[src/rtl/alu_arbiter.sv]
// ---------------------------------------------------------------------------
// alu_arbiter
//
// Shares one combinational ALU between two requesters: port 0, the CPU
// execute stage, and port 1, the auxiliary/coprocessor sequencer.
//
// For each operation the block:
//   - grants one of the two ports,
//   - latches that port's opcode and operands onto the ALU inputs,
//   - holds alu_enable for LAT settle cycles,
//   - registers the ALU result and the {sign, zero, carry} flags.
//
// Each port has its own carry flag. The granted port's carry feeds the
// ALU cpu_carry input.
//
// Optional feature (compile-time macro ALU_ARB_RR_EN):
//   defined   : simultaneous requests are resolved round-robin.
//   undefined : fixed priority, port 0 always wins a tie.
//
// Parameter:
//   LAT            ALU settle cycles per operation (1..4)
//
// Ports:
//   clk, rst       clock (rising edge), asynchronous active-high reset
//   req0/req1      requests from port 0 / port 1
//   op0/op1_code   opcodes from port 0 / port 1
//   a0,b0/a1,b1    operands from port 0 / port 1
//   ack0/ack1      one-cycle pulse: request accepted, operands latched
//   done0/done1    one-cycle pulse: result valid on res_*
//   res_l/res_h    registered result, held until the next capture
//   res_flags      registered {sign, zero, carry} of the last operation
//   carry0/carry1  per-port carry flags
//   alu_*          outputs drive the ALU inputs; alu_result_*, alu_carry,
//                  alu_zero and alu_sign are the ALU outputs
// ---------------------------------------------------------------------------
module alu_arbiter #(
  parameter int LAT = 1
) (
  input  logic       clk,
  input  logic       rst,
  input  logic       req0,
  input  logic       req1,
  input  logic [7:0] op0,
  input  logic [7:0] op1_code,
  input  logic [7:0] a0,
  input  logic [7:0] b0,
  input  logic [7:0] a1,
  input  logic [7:0] b1,
  output logic       ack0,
  output logic       ack1,
  output logic       done0,
  output logic       done1,
  output logic [7:0] res_l,
  output logic [7:0] res_h,
  output logic [2:0] res_flags,
  output logic       carry0,
  output logic       carry1,
  output logic       alu_enable,
  output logic [7:0] alu_operation,
  output logic [7:0] alu_op1,
  output logic [7:0] alu_op2,
  output logic       alu_cpu_carry,
  input  logic [7:0] alu_result_l,
  input  logic [7:0] alu_result_h,
  input  logic       alu_carry,
  input  logic       alu_zero,
  input  logic       alu_sign
);

  typedef enum logic [1:0] {
    ST_IDLE = 2'd0,
    ST_EXEC = 2'd1,
    ST_DONE = 2'd2
  } state_t;

  // The counter counts down to zero, so its load value is LAT-1.
  localparam logic [1:0] CNT_LOAD = 2'(LAT - 1);

  state_t     state_reg;
  state_t     state_next;
  logic [1:0] cnt_reg;
  logic       gnt_reg;
  logic [1:0] ack_reg;
  logic [1:0] carry_reg;

  logic       any_req;
  logic       grant;
  logic       gnt_sel;
  logic       capture;
  logic       cur_carry;
  logic       carry_op;
  logic       new_carry;
  logic [1:0] carry_load;
  logic [1:0] done_vec;

  // Only these opcodes produce a carry that the requester owns:
  //   0x88-0x8B ADD, 0x02 INC, 0x04 SETC, 0x05 CLRC, 0x08 RLC, 0x09 RRC.
  // For every other opcode the ALU carry output is ignored.
  function automatic logic is_carry_op(input logic [7:0] op);
    return (op[7:2] == 6'b100010) || (op == 8'h02) || (op == 8'h04) ||
           (op == 8'h05) || (op == 8'h08) || (op == 8'h09);
  endfunction

  assign any_req = req0 | req1;
  assign grant   = (state_reg == ST_IDLE) && any_req;

`ifdef ALU_ARB_RR_EN
  // Holds the port granted last. On a tie, the other port wins.
  logic last_gnt_reg;

  always_comb begin
    if (req0 && req1) gnt_sel = ~last_gnt_reg;
    else              gnt_sel = ~req0;
  end

  always_ff @(posedge clk or posedge rst) begin
    if (rst)        last_gnt_reg <= 1'b1;
    else if (grant) last_gnt_reg <= gnt_sel;
  end
`else
  // Fixed priority: port 1 wins only when port 0 is not requesting.
  assign gnt_sel = ~req0;
`endif

  // ---------------------------------------------------------------- FSM
  always_ff @(posedge clk or posedge rst) begin
    if (rst) state_reg <= ST_IDLE;
    else     state_reg <= state_next;
  end

  always_comb begin
    state_next    = state_reg;
    alu_enable    = 1'b0;
    alu_cpu_carry = 1'b0;
    capture       = 1'b0;
    case (state_reg)
      ST_IDLE: begin
        if (any_req) state_next = ST_EXEC;
      end
      ST_EXEC: begin
        alu_enable    = 1'b1;
        alu_cpu_carry = cur_carry;
        if (cnt_reg == 2'd0) begin
          capture    = 1'b1;
          state_next = ST_DONE;
        end
      end
      ST_DONE: begin
        state_next = ST_IDLE;
      end
      default: begin
        state_next = ST_IDLE;
      end
    endcase
  end

  // ------------------------------------------------------------ datapath
  assign cur_carry = carry_reg[gnt_reg];
  assign carry_op  = is_carry_op(alu_operation);
  assign new_carry = carry_op ? alu_carry : cur_carry;

  always_ff @(posedge clk or posedge rst) begin
    if (rst) begin
      cnt_reg       <= 2'd0;
      gnt_reg       <= 1'b0;
      ack_reg       <= 2'b00;
      alu_operation <= 8'h00;
      alu_op1       <= 8'h00;
      alu_op2       <= 8'h00;
      res_l         <= 8'h00;
      res_h         <= 8'h00;
      res_flags     <= 3'b000;
    end else begin
      ack_reg <= 2'b00;
      if (grant) begin
        gnt_reg       <= gnt_sel;
        cnt_reg       <= CNT_LOAD;
        ack_reg       <= gnt_sel ? 2'b10 : 2'b01;
        alu_operation <= gnt_sel ? op1_code : op0;
        alu_op1       <= gnt_sel ? a1 : a0;
        alu_op2       <= gnt_sel ? b1 : b0;
      end else if ((state_reg == ST_EXEC) && (cnt_reg != 2'd0)) begin
        cnt_reg <= cnt_reg - 2'd1;
      end
      if (capture) begin
        res_l     <= alu_result_l;
        res_h     <= alu_result_h;
        res_flags <= {alu_sign, alu_zero, new_carry};
      end
    end
  end

  // Per-port carry load enables and done pulses.
  // Only the granted port's carry can change.
  for (genvar gi = 0; gi < 2; gi++) begin : g_port
    localparam logic PORT = (gi == 1);
    assign carry_load[gi] = capture && carry_op && (gnt_reg == PORT);
    assign done_vec[gi]   = (state_reg == ST_DONE) && (gnt_reg == PORT);
  end

  always_ff @(posedge clk or posedge rst) begin
    if (rst) carry_reg <= 2'b00;
    else     carry_reg <= (carry_load & {2{alu_carry}}) | (~carry_load & carry_reg);
  end

  assign ack0   = ack_reg[0];
  assign ack1   = ack_reg[1];
  assign done0  = done_vec[0];
  assign done1  = done_vec[1];
  assign carry0 = carry_reg[0];
  assign carry1 = carry_reg[1];

endmodule
[config.mk]
export PLATFORM = sky130hd
export DESIGN_NAME = alu_arbiter
export DESIGN_NICKNAME = d
export VERILOG_FILES = /design/src/rtl/alu_arbiter.sv
export SDC_FILE = /design/constraint.sdc
export NUM_CORES = 1
export LEC_CHECK = 0
export BUFFER_PORTS_ARGS = -buffer_cell sky130_fd_sc_hd__buf_2
export CORE_ASPECT_RATIO = 0.5
export CORE_UTILIZATION = 29
export DETAILED_ROUTE_END_ITERATION = 10
export GPL_TIMING_DRIVEN = 0
export HOLD_SLACK_MARGIN = 0.03
export PLACE_DENSITY_LB_ADDON = 0.1
export SLEW_MARGIN = 40
export SYNTH_ARGS = -nofsm -noshare
export SYNTH_HDL_FRONTEND = slang
export SYNTH_SLANG_ARGS = --single-unit
[constraint.sdc]
create_clock -name clk -period 4.6 [get_ports clk]
set_clock_uncertainty 0.1 [all_clocks]
set_input_delay 1.15 -clock clk [delete_from_list [all_inputs] [get_ports clk]]
set_output_delay 1.15 -clock clk [all_outputs]
set_load 0.02 [all_outputs]
# Yosys cells after proc, flatten, opt, wreduce, memory -nomap -nowiden
# Cells that the tools add are included.
# totals
ff_bits,52
elab_cells,64
in_bits,71
# op_classes
add_sub_neg,1
order_cmp,1
mux,17
bitwise,7
reduce_logical,17
n_eq_ne,10
# op_table
cell,count
8-bit 2-to-1 mux,3
"8-bit by 3-bit == test with 1-bit output, second input constant",2
"8-bit by 4-bit == test with 1-bit output, second input constant",2
2-bit 2-to-1 mux,6
"8-bit by 2-bit == test with 1-bit output, second input constant",1
1-bit logical AND,7
1-bit 2-to-1 mux,7
"6-bit == test, second input constant",1
1-bit logical OR,5
2-bit AND,2
2-bit zero test,2
"2-bit inequality test, second input constant",2
2-bit case mux with 2 select lines,1
2-bit nonzero test,2
"2-bit by 1-bit == test with 1-bit output, second input constant",1
"2-bit == test, second input constant",1
"1-bit by 2-bit < comparator with 1-bit output, second input constant",1
1-bit NOT,2
2-bit NOT,1
2-bit OR,1
2-bit AND reduction,1
"2-bit by 1-bit subtractor with 2-bit output, second input constant",1
1-bit OR,1

# Logic depth before layout (Yosys ltp)
# depth
depth_word,11
mapped_depth,7
ltp_nobuf,6

# Worst setup path before layout
# No wires, ideal clock.
# synth_path
kind,input-to-reg
start,input port req0
end,register alu_op1[0]
setup_slack_ps,2322
cell_stages,5
n_path_buf,2
required_ps,4374
arrival_time_ps,2052
path_cell_list,buf_2 -> o21ai_1 -> buf_2 -> nor3b_1 -> a221o_1
# synth_between
elab_chain_len,2
# synth_lines
element,line,source
from (decl),41,"input logic req0,"
1-bit OR,104,assign any_req = req0 | req1;
1-bit logical AND,105,assign grant = (state_reg == ST_IDLE) && any_req;
to (signal assigned),180,alu_op1 <= gnt_sel ? a1 : a0;
to (decl),60,"output logic [7:0] alu_op1,"
# Parallel ways exist; a longest one is shown, timed or not.
# A chain may end at the register's enable or synchronous reset.

# Worst setup path in the final report
# layout_path
start,register gnt_reg
end,output port alu_cpu_carry
# layout_between
elab_chain_len,3
# layout_lines
element,line,source
from (decl),82,logic gnt_reg;
from (signal assigned),176,gnt_reg <= gnt_sel;
1-bit 2-to-1 mux (implied by the code) (2 in series),158,assign cur_carry = carry_reg[gnt_reg];
1-bit 2-to-1 mux,136,case (state_reg)
to (decl),62,"output logic alu_cpu_carry,"
# No other way between the ends. The select of a mux whose other input is x is not followed.

==> summary.txt <==
Routing
  • WL/cell: 15.0 um
  • Drt first pass iters: 4
  • Vias post-DR: 1922
  • Total Routed Length: between 5000 and 6000 um
  • DRC errors left: 0
  • Starting DRT DRC Count: 90
  • ANT nets after route: 0
  • DR vias/cell: around 4.8

Critical path
  • CP endpoint kind: primary output
  • Critical setup path kind: register to primary output
  • Crit path max fanout: 6
  • Arr. time, crit path: 1.29 ns
  • Critical path launch point type: register
  • R2r worst-path depth: 4
  • CP required: 3.35 ns

Synth
  • Register bit total from synthesis: between 50 and 60
  • Sequential cell area fraction in the yosys report: 0.576
  • Cell Area, Synth: 2260 sq um
  • Cell variety after synth: 30
  • Syn Area/Cell: 13.1 sq um
  • Yosys warns: 0
  • Syn Inst Count: roughly 170
  • Syn_nets: 245

Timing
  • Tightest Pin Transition: 0.547 ns
  • Final Setup Violations: 0
  • Crit path time final: 2.54 ns
  • RSZ-0062 raised after global routing: no
  • Setup TNS: 0 ns
  • Rel. slew slack: 0.634
  • Final hold vios: 0
  • Max Fclk: ~0.4 GHz
  • Period utilization: 0.553
  • Final worst slack: 2.06 ns
  • Max Slew Vio Count: 0

Power and ir drop
  • Cell Pwr Density: 716 nW/um^2
  • Leak: 1.51 nW
  • Max VDD drop: 0.222 mV

Place
  • IO Port Bufs: 120
  • Final Wtd Congestion: 0.697
  • Dpl ws: 2.08 ns
  • Dpl hpwl: 4340 um

Global route
  • Grt ovf: 0
  • GR Util All Layers: 0.155
  • Largest net degree at the start of global routing: 30
  • First-pass GRT wire length: 9600 um
  • Vias in the first global route: roughly 1900
  • Initial antenna violation count: 0

Clocking
  • H-tree levels: 2
  • CTS tree: yes
  • CTS Root Cell: clkbuf_16
  • Clock Tree Buf Depth: 2
  • Hold_buf cts: 0
  • Insertion delay to the later sink of the worst-skew pair: 0.29 ns
  • Postcts setup bufs: 0
  • CTS buffer count: 5
  • CTS clk-pin slew, worst paths: 0.07 ns
  • Post-cts resize count: 0
  • Clk sink count: 52

Floorplan
  • # rows: 22
  • I/O pins: 122
  • Die H: 64.4 um
  • Die ar.: 8170 sq um
  • Initial core utilization: 0.304
  • Die X-Extent: about 130 um
  • CORE AREA: 7430 sq um

Worst hold path
  • Worst Hold Depth: 1
  • Worst Hold Class: register to register

Cells and area
  • Commonest non-fill, non-tap cells in the layout: buf_2 (128), dfrtp_1 (52), nor3b_1 (25), a221o_1 (24), mux2_1 (20)
  • Share of cells above drive strength 1: 0.464
  • Nets: 373
  • Area grow syn2layout: 39.3%
  • Fillers: 730
  • Diode count: 0
  • Most common cell after layout, fill and taps aside: buf_2

Flow run
  • Max-cap viol count: 0

Run status
  • Outcome: completed
[critical path, stage by stage, from the launching register on]
cell	delay (ns)
dfrtp_1	0.49
mux2i_1	0.29
nor2_1	0.07
buf_2	0.16
[synthesized netlist by cell type]
library cell,n,share of area
dfrtp_1,52,0.58
nor2_1,5,0.0083
mux2i_1,1,0.0044
nand2_1,1,0.0017
inv_2,2,0.0033
nand2_4,1,0.0050
o31ai_1,1,0.0033
and2_1,1,0.0028
o21a_1,1,0.0033
a21boi_0,1,0.0033
a2111o_1,1,0.0050
nor4_2,1,0.0055
nor3b_1,25,0.083
nor3_1,1,0.0022
and3b_1,1,0.0039
a21oi_1,2,0.0044
nor4b_1,2,0.0077
a221o_1,24,0.11
nor2b_1,2,0.0055
buf_2,8,0.018
nand2b_1,1,0.0028
clkbuf_1,5,0.0083
ha_1,1,0.0055
nand4_1,1,0.0028
inv_1,3,0.0050
or3_1,3,0.0083
mux2_1,20,0.10
o21ai_1,2,0.0044
a2111oi_1,1,0.0044
o21ai_0,3,0.0066
[worst paths after layout]
| kind | startpoint | end | slack (ns) |
|---|---|---|---|
| setup / recovery | gnt_reg | alu_cpu_carry | 2.06 |
| hold / removal | res_flags[1] | res_flags[1] | 0.38 |
| setup reg to reg | alu_operation[1] | register | 2.70 |
| hold reg to reg | res_flags[1] | res_flags[1] | 0.38 |
| max in group asynchronous | rst | alu_operation[6] | 3.21 |
| min in group asynchronous | rst | alu_operation[2] | 0.73 |
[logic make-up (layout without fill, tap and decap cells)]
family,count (synthesis),count (layout),share of synthesized area
buf+inv,18,147,0.0343
mux,21,21,0.104
simple gates,45,45,0.139
compound gates,36,36,0.141
fa+ha+maj,1,1,0.00553
flops,52,52,0.576
[power breakdown]
part,switching (W),internal [W]
combinational,0.000633,0.000430
sequential,0.000138,0.000676
clock,0.000163,0.000218
total,0.000934,0.00132
[through the flow]
step / power, W / area [sq um] / hold WS [ns] / instances / util
global placement: 0.00187 / 2980 / 0.361 / 389 / 0.401
detailed placement: 0.00190 / 3000 / 0.369 / 390 / 0.404
finish: 0.00226 / 3150 / 0.380 / 398 / 0.424
floorplan: 0.00152 / 2260 / 0.417 / 173 / -
global route: 0.00242 / 3150 / 0.404 / 398 / 0.424
CTS: 0.00229 / 3150 / 0.385 / 398 / 0.424
[metal layers]
layer  vias up  routed length [um]  track usage
li1        920                   -            -
met1       940                2870        0.201
met2        60                2770        0.252
met3         2                 285       0.0454
met4         0                  35       0.0446
met5         -                   0            0
[cell type report]
cell class	instances	area (sq um)	share of cell area
buffer	13	58.8	0.0187
clock buffer	8	146	0.0465
tap	96	120	0.0381
timing repair buffer	121	621	0.197
sequential	52	1300	0.413
multi-input combinational	103	882	0.280
inverter	5	21.3	0.00675
No activity file was read; power rests on OpenSTA's default activity.
